==> config.mk <==
export PLATFORM = sky130hd
export DESIGN_NAME = instr_loader
export DESIGN_NICKNAME = d
export VERILOG_FILES = /design/src/rtl/instr_loader_pkg.sv /design/src/rtl/instr_loader_byte_packer.sv /design/src/rtl/instr_loader.sv
export SDC_FILE = /design/constraint.sdc
export NUM_CORES = 1
export LEC_CHECK = 0
export ABC_CLOCK_PERIOD_IN_PS = 9900
export BUFFER_PORTS_ARGS = -buffer_cell sky130_fd_sc_hd__buf_2
export CORE_ASPECT_RATIO = 1.25
export CORE_MARGIN = 2
export CORE_UTILIZATION = 55
export CTS_CLUSTER_DIAMETER = 80
export DETAILED_ROUTE_END_ITERATION = 6
export PLACE_DENSITY = 0.89
export SYNTH_ARGS = -nofsm -noshare
export SYNTH_HDL_FRONTEND = slang
export SYNTH_SLANG_ARGS = --single-unit
==> constraint.sdc <==
create_clock -name clk -period 9.9 [get_ports clk]
set_input_delay 1.98 -clock clk [delete_from_list [all_inputs] [get_ports clk]]
set_output_delay 1.98 -clock clk [all_outputs]
set_load 0.01 [all_outputs]
==> src/rtl/instr_loader_pkg.sv <==
// Shared state encoding and constants for the boot-time instruction loader.
package instr_loader_pkg;

    localparam int          STATE_W           = 3;
    localparam int          WORD_BYTES        = 4;
    localparam int          IDX_W             = $clog2(WORD_BYTES);
    localparam logic [31:0] DEFAULT_BASE_ADDR = 32'h0000_0000;

    typedef enum logic [STATE_W-1:0] {
        ST_IDLE,
        ST_HDR_LO,
        ST_HDR_HI,
        ST_DATA,
        ST_WRITE,
        ST_CSUM,
        ST_DONE,
        ST_ERROR
    } state_e;

endpackage

==> src/rtl/instr_loader_byte_packer.sv <==
// Little-endian byte-to-word assembler: byte index plus word register, with a
// word_complete pulse on acceptance of the final byte of a word.
module instr_loader_byte_packer
    import instr_loader_pkg::*;
(
    input  logic        clk,
    input  logic        rst,
    input  logic        clear,
    input  logic        byte_en,
    input  logic [7:0]  byte_data,
    output logic [31:0] word_next,
    output logic        word_complete
);

    logic [IDX_W-1:0] idx_q, idx_d;
    logic [31:0]      word_q, word_d;

    // NOTE: every signal written in always_comb gets a default first, so no path can infer a latch.
    always_comb begin
        word_next                        = word_q;
        word_next[{idx_q, 3'b000} +: 8]  = byte_data;
        idx_d                            = idx_q;
        word_d                           = word_q;
        if (clear) begin
            idx_d  = '0;
            word_d = '0;
        end else if (byte_en) begin
            idx_d  = idx_q + IDX_W'(1);
            word_d = word_next;
        end
    end

    assign word_complete = byte_en && (idx_q == IDX_W'(WORD_BYTES - 1));

    // NOTE: sequential state uses non-blocking assignments so all flops update together on the edge.
    always_ff @(posedge clk or posedge rst) begin
        if (rst) begin
            idx_q  <= '0;
            word_q <= '0;
        end else begin
            idx_q  <= idx_d;
            word_q <= word_d;
        end
    end

endmodule

==> src/rtl/instr_loader.sv <==
// Boot loader: length header + little-endian words into instruction memory,
// core held in reset until DONE. Optional checksum byte: INSTR_LOADER_CSUM_EN.
module instr_loader
    import instr_loader_pkg::*;
#(
    parameter logic [31:0] BASE_ADDR = DEFAULT_BASE_ADDR,
    parameter int          DEPTH     = 256,
    parameter int          CNT_W     = 16
) (
    input  logic             clk,
    input  logic             rst,
    input  logic             start,
    input  logic             byte_valid,
    input  logic [7:0]       byte_data,
    output logic             byte_ready,
    output logic             imem_we,
    output logic [31:0]      imem_addr,
    output logic [31:0]      imem_wdata,
    output logic             core_rst,
    output logic             done,
    output logic             error,
    output logic [CNT_W-1:0] words_loaded
);

    localparam logic [CNT_W-1:0] DEPTH_C = CNT_W'(DEPTH);
`ifdef INSTR_LOADER_CSUM_EN
    localparam state_e LAST_STATE = ST_CSUM;
`else
    localparam state_e LAST_STATE = ST_DONE;
`endif

    state_e           state_q, state_d;
    logic [CNT_W-1:0] count_q, count_d;
    logic [CNT_W-1:0] words_loaded_q, words_loaded_d;
    logic             byte_ready_q, byte_ready_d;
    logic             imem_we_q, imem_we_d;
    logic [31:0]      imem_addr_q, imem_addr_d;
    logic [31:0]      imem_wdata_q, imem_wdata_d;
    logic             done_q, done_d;
    logic             error_q, error_d;
`ifdef INSTR_LOADER_CSUM_EN
    logic [7:0]       csum_q, csum_d;
`endif

    logic             restart, accept, last_word, word_complete;
    logic [CNT_W-1:0] hdr_count, words_inc;
    logic [31:0]      word_next;

    assign restart   = start && (state_q inside {ST_IDLE, ST_DONE, ST_ERROR});
    assign accept    = byte_valid && byte_ready_q;
    assign hdr_count = CNT_W'({byte_data, count_q[7:0]});
    assign words_inc = words_loaded_q + CNT_W'(1);
    assign last_word = (words_inc == count_q);

    instr_loader_byte_packer u_packer (
        .clk          (clk),
        .rst          (rst),
        .clear        (restart),
        .byte_en      (accept && (state_q == ST_DATA)),
        .byte_data    (byte_data),
        .word_next    (word_next),
        .word_complete(word_complete)
    );

    always_ff @(posedge clk or posedge rst) begin
        if (rst) state_q <= ST_IDLE;
        else     state_q <= state_d;
    end

    always_comb begin
        state_d = state_q;
        case (state_q)
            ST_IDLE, ST_DONE, ST_ERROR: if (start) state_d = ST_HDR_LO;
            ST_HDR_LO: if (accept) state_d = ST_HDR_HI;
            ST_HDR_HI: begin
                if (accept) begin
                    if (hdr_count > DEPTH_C)      state_d = ST_ERROR;
                    else if (hdr_count == '0)     state_d = LAST_STATE;
                    else                          state_d = ST_DATA;
                end
            end
            ST_DATA:  if (word_complete) state_d = ST_WRITE;
            ST_WRITE: state_d = last_word ? LAST_STATE : ST_DATA;
`ifdef INSTR_LOADER_CSUM_EN
            ST_CSUM:  if (accept) state_d = (byte_data == csum_q) ? ST_DONE : ST_ERROR;
`endif
            default:  state_d = ST_IDLE;
        endcase
    end

    // Output flags are registered from the next state so they line up with state_q.
    always_comb begin
        count_d        = count_q;
        words_loaded_d = words_loaded_q;
        imem_addr_d    = imem_addr_q;
        imem_wdata_d   = imem_wdata_q;
        imem_we_d      = (state_d == ST_WRITE);
        done_d         = (state_d == ST_DONE);
        error_d        = (state_d == ST_ERROR);
        byte_ready_d   = (state_d inside {ST_HDR_LO, ST_HDR_HI, ST_DATA});
`ifdef INSTR_LOADER_CSUM_EN
        byte_ready_d   = byte_ready_d || (state_d == ST_CSUM);
        csum_d         = csum_q;
        if (restart)                             csum_d = '0;
        else if (accept && (state_q == ST_DATA)) csum_d = csum_q ^ byte_data;
`endif
        if (restart) begin
            count_d        = '0;
            words_loaded_d = '0;
        end
        if (accept && (state_q == ST_HDR_LO)) count_d[7:0] = byte_data;
        if (accept && (state_q == ST_HDR_HI)) count_d      = hdr_count;
        if (word_complete) begin
            imem_addr_d  = BASE_ADDR + (32'(words_loaded_q) << 2);
            imem_wdata_d = word_next;
        end
        if (state_q == ST_WRITE) words_loaded_d = words_inc;
    end

    always_ff @(posedge clk or posedge rst) begin
        if (rst) begin
            count_q        <= '0;
            words_loaded_q <= '0;
            byte_ready_q   <= 1'b0;
            imem_we_q      <= 1'b0;
            imem_addr_q    <= '0;
            imem_wdata_q   <= '0;
            done_q         <= 1'b0;
            error_q        <= 1'b0;
`ifdef INSTR_LOADER_CSUM_EN
            csum_q         <= '0;
`endif
        end else begin
            count_q        <= count_d;
            words_loaded_q <= words_loaded_d;
            byte_ready_q   <= byte_ready_d;
            imem_we_q      <= imem_we_d;
            imem_addr_q    <= imem_addr_d;
            imem_wdata_q   <= imem_wdata_d;
            done_q         <= done_d;
            error_q        <= error_d;
`ifdef INSTR_LOADER_CSUM_EN
            csum_q         <= csum_d;
`endif
        end
    end

    assign byte_ready   = byte_ready_q;
    assign imem_we      = imem_we_q;
    assign imem_addr    = imem_addr_q;
    assign imem_wdata   = imem_wdata_q;
    assign done         = done_q;
    assign error        = error_q;
    assign words_loaded = words_loaded_q;
    assign core_rst     = rst || (state_q != ST_DONE);

endmodule

==> impl_results.md, run 1 <==
* Status: complete, no violations
* Req. time, crit path at 7.92 ns
* Max VDD drop at ~0.18 mV
* Most common cell on crit path: buf_2
* Wire per inst at between 15 and 20 um
* Site Rows at just over 40
* Most frequent cells in the layout: 124 x nand2_1, 113 x dfrtp_1, 80 x buf_2
* Ys async rst share at 1.00
* Die area at ~0.011 sq mm
* Switching share of power at 0.328
* Post-layout util at 0.656
* Max_cap viols at 0
* # DRC at 0
* All-layer global routing usage at 0.266
* Detailed-placement wirelength estimate at around 9400 um
* Crit end category: primary output
* Postcts setup bufs at 0
* F_max at 212 MHz
* CTS Buffer Depth at 2
* Area added between synthesis and finish at 15.6%
* 1st-iter DRT viols at 370
* Count of cell types in the netlist at 54
* Post-route clock period utilization at 0.477
* CP cell instances: buf_2 > inv_4 > nand4b_1 > buf_2
* CTS Sinks at 113
* CP max stage delay at ~0.33 ns
* GP Congestion at between 0.9 and 1
* Clock Skew at roughly 0.0072 ns
* Worst EP arrival at 2.74 ns
* Hold_ws at about 0.46 ns
* Antenna violations before repair at 0
* End of the critical path: core_rst
* Static Leak at between 3 and 4 nW
* Cell count after synthesis at 640
* Clock-pin slew on the worst setup and hold paths at around 0.05 ns
* Most common cell after layout, fill and taps aside: nand2_1
* Setup TNS at 0 ns
* Largest cells by area after synthesis: dfrtp_1 49%, nand2_1 8.2%, o21ai_0 5.8%, a22oi_1 3.1%, nor2_1 3.0%
* Layout Cells excl Fill at 833
* Vias in the first global route at around 4700
* Pin count of the biggest net entering global routing at 81
* RSZ-0062 raised after global routing: false
* H-tree depth at 4
* CTS buffer count at 17
* Max Slew Vio Count at 0
* Worst reg2reg path depth at 7
* First-pass detailed-route iteration total at 7
* Mapped cell area at 0.00574 sq mm
* Main flop type after synthesis: dfrtp_1
* Share of layout cells above drive strength 1 at 0.168
* Post-cts gate resize count at 0
* Mapped Avg Cell Area at 8.96 sq um
* Combinational Power Share at 0.256
* Clock root buffer: clkbuf_16
* Synth warn at 0
* Core box area at about 0.010 sq mm
* Synth top area share at 0.493
* Antenna-violating nets left at 0
* R2R Path Start: u_packer.idx_q[0]
* Relative slew slack at 0.238
* TritonCTS clock tree: done
* Vias per Instance at 5.96
* Total gr overflow at 0
* Class of the worst hold path: flop to flop
* NumNets Final at 710
* Ports at 97
* Flop and latch count out of synthesis at 113
* Switching power at between 0.5 and 0.6 mW
* Slowest cell on crit path: inv_4
* Setup Viol. Count Final at 0
* Final Critical Period at around 4.7 ns
* Cell taking the most area after synthesis: dfrtp_1
* R2r setup slk at 7.12 ns
* Worst r2r dst: u_packer.word_q[5]
* Dpl ws at 5.14 ns
* Peak fanout along the critical path at 35
* IO Port Bufs at 80
* CP startpoint kind: primary input
* Seq/Total Area, Yosys at 0.493
* Clock Latency Late Sink at 0.41 ns
* Clock power frac at 0.362
* Antenna diode count at 0
* Worst slew pin tran at ~1.1 ns
* Int Power at 1.08 mW
* PnR worst setup slack at approximately 5.2 ns
* Hold buffers post-CTS at 0
* Sequential share of power at 0.382
* First-pass GRT wire length at around 23000 um
* Via count at around 5000
* Number of stages on the worst hold path at 2
* Drt total wl at about 14000 um
* Final hold violations at 0
* Die width at 95.3 um
* Critical path class: primary input to primary output
* Chip height at 118 um
* Pwr/cell area at 243 mW/mm^2
* Crit path from: rst
* Number of synthesized flops with an enable pin at 0
* Inst Count DP at 802
* Starting Density at 0.568
-- cells by family (layout without fill, tap and decap cells) --
family | Yosys count | after routing | synth area share
compound gates | 160 | 160 | 0.169
xor+xnor | 21 | 21 | 0.0347
fa+ha+maj | 6 | 6 | 0.0131
buf+inv | 71 | 120 | 0.0593
flops | 113 | 113 | 0.493
mux | 3 | 3 | 0.00545
other cells | 1 | 16 | 0.000654
simple gates | 265 | 265 | 0.225
-- metal layers --
layer	track usage	part of all wire	vias to the layer above
met5	0	0	-
met4	0.157	0.043	0
met3	0.0669	0.077	59
met2	0.419	0.50	236
met1	0.327	0.38	2396
li1	-	-	2275
-- final cells by class --
| type | instances | area, sq um |
|---|---|---|
| fill | 788 | 3470 |
| sequential | 113 | 2830 |
| multi-input combinational | 471 | 2630 |
| clock buffer | 25 | 485 |
| timing repair buffer | 84 | 430 |
| tap | 129 | 161 |
| clock inverter | 6 | 80.1 |
| inverter | 5 | 21.3 |
-- worst max-delay path: cells and delay by family --
family,cells,cell delay [ns]
and+or+nand+nor,1,0.15
buffers and inverters,3,0.60
-- state kept, by name, summed over array words and instances, names as in the netlist --
register / cells
imem_wdata: 32
u_packer.word_q: 24
count_q: 16
imem_addr: 16
words_loaded: 16
state_q: 3
u_packer.idx_q: 2
byte_ready: 1
done: 1
error: 1
imem_we: 1
-- power groups by stage --
stage | clock (mW) | sequential [mW] | combinational, mW
finish | 0.584 | 0.616 | 0.412
global placement | 0 | 0.611 | 0.376
detailed placement | 0 | 0.617 | 0.398
global route | 0.609 | 0.626 | 0.454
CTS | 0.587 | 0.613 | 0.407
floorplan | 0 | 0.596 | 0.316
-- how the worst min path moves through the flow --
stage	from	to
6_report	imem_addr[14]	imem_addr[14]
5_1_grt	imem_addr[14]	imem_addr[14]
4_1_cts	imem_addr[14]	imem_addr[14]
3_5_place_dp	imem_addr[14]	imem_addr[14]
3_3_place_gp	imem_addr[9]	imem_addr[9]
2_1_floorplan	u_packer.word_q[0]	u_packer.word_q[0]
-- stage by stage --
stage          cell area, sq um  power (mW)
2_1_floorplan              5790       0.912
3_3_place_gp               6070       0.987
3_5_place_dp               6070        1.01
4_1_cts                    6630        1.61
5_1_grt                    6630        1.69
6_report                   6630        1.61
-- synth_stat cells (3+ instances only) --
cell / count
a21oi_1: 30
a22o_1: 11
a22oi_1: 24
a31oi_1: 6
and2_1: 7
and3b_1: 6
buf_1: 3
buf_2: 11
buf_4: 16
clkbuf_1: 36
dfrtp_1: 113
ha_1: 6
inv_1: 4
nand2_1: 125
nand2b_1: 6
nand3_1: 14
nand4_1: 7
nor2_1: 46
nor2b_1: 27
nor3_1: 6
nor4_1: 4
o21ai_0: 66
o22ai_1: 3
o31ai_1: 6
or3_1: 3
xnor2_1: 13
xor2_1: 7
(Power assumes the default switching activity.)
==> run 2, diff against run 1 <==
- ABC_AREA: default -> 1
- ABC_CLOCK_PERIOD_IN_PS: 9900 -> 4600
- clock period: 9.9 -> 4.6 ns (I/O delays scaled with it)
==> impl_results.md, run 2 <==
* Number of synthesized flops with an enable pin at 0 (unchanged)
* Worst reg2reg path depth at 7 (unchanged)
* Pin count of the biggest net entering global routing at 82 (+1.2%)
* Ports at 97 (unchanged)
* Postcts setup bufs at 0 (unchanged)
* Setup TNS at 0 ns (unchanged)
* Largest cells by area after synthesis: dfrtp_1 49%, nand2_1 11%, o21ai_0 6.1%, nand3_1 5.0%, inv_1 4.9%
* Chip height at 119 um (+0.67%)
* Most frequent cells in the layout: 174 x nand2_1, 114 x dfrtp_1, 80 x buf_2
* Flop and latch count out of synthesis at 114 (+0.88%)
* Slowest cell on crit path: nand2_1
* Most frequent cell after synthesis: nand2_1
* Req. time, crit path at 4.91 ns (-3.01 ns)
* Seq/Total Area, Yosys at 0.490 (-0.00248)
* Worst Path Buf+Inv at 2 (-1)
* Site Rows at 42 (+2.4%)
* NumNets Final at 835 (+18%)
* Post-synth top cells: 174 x nand2_1, 114 x dfrtp_1, 76 x inv_1
* 1st-iter DRT viols at 557 (+51%)
* Share of layout cells above drive strength 1 at 0.167 (-0.000947)
* Worst r2r dst: words_loaded[4]
* GP Congestion at 0.959 (+3.7%)
* # DRC at 0 (unchanged)
* R2r setup slk at 2.01 ns (-5.11 ns)
* Hold buffers post-CTS at 0 (unchanged)
* Final Critical Period at 2.59 ns
* Status: complete, no violations
* TritonCTS clock tree: done
* CP max stage delay at 0.61 ns (+0.28 ns)
* Main flop type after synthesis: dfrtp_1
* Number of cells on the critical path at 7 (+3)
* CP startpoint kind: flop
* Cell count after synthesis at 738 (+15%)
* IO Port Bufs at 80 (unchanged)
* Number of stages on the worst hold path at 2 (unchanged)
* Setup Viol. Count Final at 0 (unchanged)
* F_max at between 300 and 400 MHz
* Cell taking the most area after synthesis: dfrtp_1
* Crit end category: flop
* Total gr overflow at 0 (unchanged)
* Die area at 0.0114 sq mm (+1.3%)
* Die width at 96.0 um (+0.67%)
* Wire per inst at 16.2 um (-5.4%)
* Detailed-placement wirelength estimate at 10500 um (+12%)
* Starting Density at 0.556 (-0.0114)
* Clock Latency Late Sink at 0.41 ns (about the same)
* Hold Path Sink: imem_wdata[24]
* CP cell instances: nor2_2 > inv_1 > o211ai_1 > nor2_2 > inv_1 > nand2_1 > o21ai_0
* Fillers at 855 (+8.5%)
* Synth top area share at 0.490 (-0.00248)
* Peak fanout along the critical path at 31 (-11%)
* Area added between synthesis and finish at 17.3%
* Most common cell after layout, fill and taps aside: nand2_1
* Final hold violations at 0 (unchanged)
* Clock-pin slew on the worst setup and hold paths at 0.05 ns (about the same)
* CP delay by family, top: simple AND/OR/NAND/NOR gates
* RSZ-0062 raised after global routing: false
* CTS Sinks at 114 (+0.88%)
* Drt total wl at 15500 um (+9.0%)
* Clock Skew at 0.00789 ns (+0.000703 ns)
* Ys async rst share at 1.00 (unchanged)
* CTS buffer count at 17 (unchanged)
* Clock root buffer: clkbuf_16
* Static Leak at 3.43 nW (+4.6%)
* Vias in the first global route at 5184 (+9.9%)
* Worst Min Path Start: imem_wdata[24]
* Antenna violations before repair at 0 (unchanged)
* Count of cell types in the netlist at 32 (-41%)
* Core box area at 0.0105 sq mm (+3.5%)
* Critical path class: flop to flop
* Relative slew slack at 0.335 (+0.0970)
* Vias per Instance at 5.72 (-4.0%)
* CTS Buffer Depth at 2 (unchanged)
* Antenna diode count at 0 (unchanged)
* Max Slew Vio Count at 0 (unchanged)
* First-pass GRT wire length at 24500 um (+5.7%)
* R2R Path Start: state_q[1]
* Via count at 5493 (+11%)
* Post-cts gate resize count at 0 (unchanged)
* Crit path from: state_q[1]
* Post-route clock period utilization at 0.564
* Synth warn at 0 (unchanged)
* Mapped cell area at 0.00582 sq mm (+1.4%)
* All-layer global routing usage at 0.279 (+0.0130)
* Inst Count DP at 930 (+16%)
* Max_cap viols at 0 (unchanged)
* Pwr/cell area at 543 mW/mm^2 (+120%)
* First-pass detailed-route iteration total at 5 (-2)
* Worst EP arrival at 2.90 ns (+0.16 ns)
* H-tree depth at 4 (unchanged)
* Antenna-violating nets left at 0 (unchanged)
* Class of the worst hold path: flop to flop
* Layout Cells excl Fill at 960 (+15%)
* Worst slew pin tran at 0.997 ns (-0.130 ns)
* Mapped Avg Cell Area at 7.88 sq um (-12%)
* Total power at 3.70 mW (+130%)
* Max VDD drop at 0.362 mV (+98%)
* Largest register FFs at 32 (unchanged)
[run 2: per-stage QoR]
stage                     hold slack, ns  setup WS (ns)  utilization  cell area [sq um]
after floorplan                    0.509          0.644            -               5880
after global placement             0.449           1.83        0.598               6260
after detailed placement           0.455           1.72        0.598               6260
after CTS                          0.468           2.01        0.653               6820
after global routing               0.507           1.72        0.653               6820
final                              0.464           2.01        0.653               6820
[run 2: report_power, final]
part           internal, mW  switching, mW
Sequential             1.17          0.126
Clock                 0.819          0.429
Combinational         0.347          0.813
[run 2: worst reg2reg max path, delay by kind of cell (launching register included)]
kind | cells | cell delay (ns)
AOI/OAI and AO/OA | 2 | 0.49
buffers and inverters | 2 | 0.69
DFF | 1 | 0.44
and+or+nand+nor | 3 | 0.87
[run 2: logic make-up (layout without fill, tap and decap cells)]
logic type,Yosys count,after routing,synth area share
DFF,114,114,0.490
and+or+nand+nor,340,340,0.259
adders and majority gates,6,6,0.0129
AOI/OAI and AO/OA,155,155,0.146
buffers and inverters,122,197,0.0918
other,1,16,0.000645
[run 2: how the worst max path moves through the flow]
stage | end
after floorplan | core_rst
after global placement | imem_wdata[6]
after global routing | words_loaded[9]
after detailed placement | imem_addr[10]
final | words_loaded[4]
after CTS | words_loaded[4]
[run 2: cell type report]
| class | count | area (sq um) | share of cell area |
|---|---|---|---|
| Multi-Input combinational cell | 517 | 2490 | 0.364 |
| Timing Repair Buffer | 86 | 445 | 0.0653 |
| Tap cell | 132 | 165 | 0.0242 |
| Clock inverter | 4 | 47.5 | 0.00697 |
| Sequential cell | 114 | 2850 | 0.418 |
| Inverter | 81 | 308 | 0.0451 |
| Clock buffer | 26 | 519 | 0.0761 |
[run 2: metal layers]
metal  track usage  share of wire
met4         0.162          0.046
met5             0              0
met1         0.332           0.39
met2         0.459           0.49
met3        0.0588          0.075
==> run 3, diff against run 2 <==
- ABC_AREA: 1 -> 0
- ABC_CLOCK_PERIOD_IN_PS: 4600 -> 2200
- CORE_UTILIZATION: 55 -> 51
- PLACE_DENSITY: 0.89 -> 0.87
- clock period: 4.6 -> 2.2 ns (I/O delays scaled with it)
==> impl_results.md, run 3 (synthesis gave the netlist of run 1 again) <==
* CTS Sinks at 113 (-0.88%)
* Req. time, crit path at 2.49 ns (-2.42 ns)
* Wire per inst at 16.7 um (+3.4%)
* Die area at 0.0121 sq mm (+6.1%)
* R2r setup slk at 0.12 ns (-1.89 ns)
* IO Port Bufs at 80 (unchanged)
* Clock-pin slew on the worst setup and hold paths at 0.06 ns (about the same)
* Crit end category: flop
* F_max at 480 MHz (+25%)
* Inst Count DP at 841 (-9.6%)
* Largest register FFs at 32 (unchanged)
* Clock Latency Late Sink at 0.42 ns (about the same)
* Antenna-violating nets left at 0 (unchanged)
* NumNets Final at 743 (-11%)
* Worst r2r dst: byte_ready
* RSZ-0062 raised after global routing: false
* Antenna violations before repair at 0 (unchanged)
* Worst reg2reg path depth at 6 (-1)
* Post-layout util at 0.634 (-0.0186)
* Vias in the first global route at 5108 (-1.5%)
* Final hold violations at 0 (unchanged)
* GP Congestion at 0.922 (-3.9%)
* Relative slew slack at 0.602 (+0.267)
* TritonCTS clock tree: done
* Final Critical Period at 2.08 ns (-0.512 ns)
* Site Rows at 43 (+2.4%)
* Storage element area at 0.00283 sq mm (-0.88%)
* Clock Skew at 0.00664 ns (-0.00125 ns)
* Peak fanout along the critical path at 2 (-94%)
* Total power at 7.70 mW (+110%)
* Core box area at 0.0110 sq mm (+5.5%)
* Setup Viol. Count Final at 0 (unchanged)
* Max VDD drop at 0.702 mV (+94%)
* Pwr/cell area at 1100 mW/mm^2 (+100%)
* Total gr overflow at 0 (unchanged)
* M3 GR Usage at 0.0695 (+0.0107)
* Share of layout cells above drive strength 1 at 0.214 (+0.0474)
* Final instance area at 0.00699 sq mm (+2.5%)
* Critical path class: flop to flop
* Met1 layer usage reported by global route at 0.300 (-0.0322)
* CTS Buffer Depth at 2 (unchanged)
* Antenna diode count at 0 (unchanged)
* Area occupied by multi-input gates at 0.00263 sq mm (+5.9%)
* Detailed-placement wirelength estimate at 9740 um (-7.4%)
* CP startpoint kind: flop
* Post-cts gate resize count at 0 (unchanged)
* Hold_ws at 0.231 ns (-0.233 ns)
* Most common cell after layout, fill and taps aside: nand2_1
* Class of the worst hold path: primary input to async pin
* First-pass GRT wire length at 24500 um (about the same)
* R2R Path Start: words_loaded[0]
* Die width at 98.9 um (+3.0%)
* Fillers at 860 (+0.58%)
* Clock root buffer: clkbuf_16
* Postcts setup bufs at 0 (unchanged)
* Max Slew Vio Count at 0 (unchanged)
* Post-route clock period utilization at 0.946 (+0.383)
* Starting Density at 0.520 (-0.0361)
* All-layer global routing usage at 0.254 (-0.0259)
* H-tree depth at 4 (unchanged)
* Pin count of the biggest net entering global routing at 114 (+39%)
* Global route hottest layer: met2
* Most frequent cells in the layout: 124 x nand2_1, 113 x dfrtp_1, 80 x buf_2
* Met2 Resource Use GR at 0.419 (-0.0394)
* CTS buffer count at 17 (unchanged)
* Worst EP arrival at 2.37 ns (-0.53 ns)
* Placed cell areas at 0.00635 sq mm (+1.5%)
* Ports at 97 (unchanged)
* Hold buffers post-CTS at 0 (unchanged)
* First-pass detailed-route iteration total at 6 (+1)
* 1st-iter DRT viols at 291 (-48%)
* # DRC at 0 (unchanged)
* Worst slew pin tran at 0.597 ns (-0.400 ns)
* Static Leak at 3.47 nW (+1.2%)
* Drt total wl at 14600 um (-6.0%)
* Max_cap viols at 0 (unchanged)
* Status: complete, no violations
* Area added between synthesis and finish at 21.9%
* Layout Cells excl Fill at 873 (-9.1%)
* Chip height at 123 um (+3.0%)
* Vias per Instance at 5.77 (+0.90%)
* Via count at 5040 (-8.2%)
## run 3: cell count changes in the layout (fill, tap and decap cells not counted), sizes merged, moves of 11 or more
cell / previous run / this run
inv: 78 / 5
nand2: 180 / 125
nand3: 60 / 15
buf: 86 / 117
nor2b: 0 / 27
o22ai: 26 / 3
nor2: 66 / 46
a22oi: 10 / 24
nor3: 19 / 6
xnor2: 0 / 13
a22o: 0 / 11
## run 3: routing by layer
| layer | part of all wire | vias to the layer above |
|---|---|---|
| li1 | - | 2337 |
| met5 | 0 | - |
| met1 | 0.40 | 2454 |
| met4 | 0.029 | 0 |
| met2 | 0.51 | 206 |
| met3 | 0.059 | 43 |
## run 3: cell type report
class,count,share of cell area
Clock buffer,17,0.0608
Clock inverter,15,0.0301
Inverter,5,0.00322
Multi-Input combinational cell,471,0.377
Sequential cell,113,0.404
Tap cell,135,0.0242
Timing Repair Buffer,117,0.101
## run 3: per-stage QoR
stage	setup WS (ns)	TNS [ns]
3_5_place_dp	0.0707	0
6_report	0.118	0
5_1_grt	0.00373	0
2_1_floorplan	-0.801	-0.801
4_1_cts	0.0484	0
3_3_place_gp	0.0842	0
## run 3: critical path, stage by stage, from the launching register on
cell,delay [ns]
dfrtp_1,0.38
ha_1,0.21
or4_1,0.52
a21o_1,0.18
a311oi_2,0.36
and3_1,0.24
o22ai_1,0.08
## run 3: how the worst max path moves through the flow
stage | from | endpoint | slack, ns | cells after the start
global placement | words_loaded[0] | byte_ready | 0.08 | 6
floorplan | rst | core_rst | -0.80 | 2
global route | words_loaded[8] | byte_ready | 0.004 | 6
CTS | words_loaded[0] | byte_ready | 0.05 | 6
detailed placement | words_loaded[0] | byte_ready | 0.07 | 6
finish | words_loaded[0] | byte_ready | 0.12 | 6
## run 3: where the power goes
group	leakage (nW)	switching [mW]	internal, mW
clock network	0.292	1.03	1.90
registers	1.55	0.304	2.42
logic	1.63	1.21	0.841
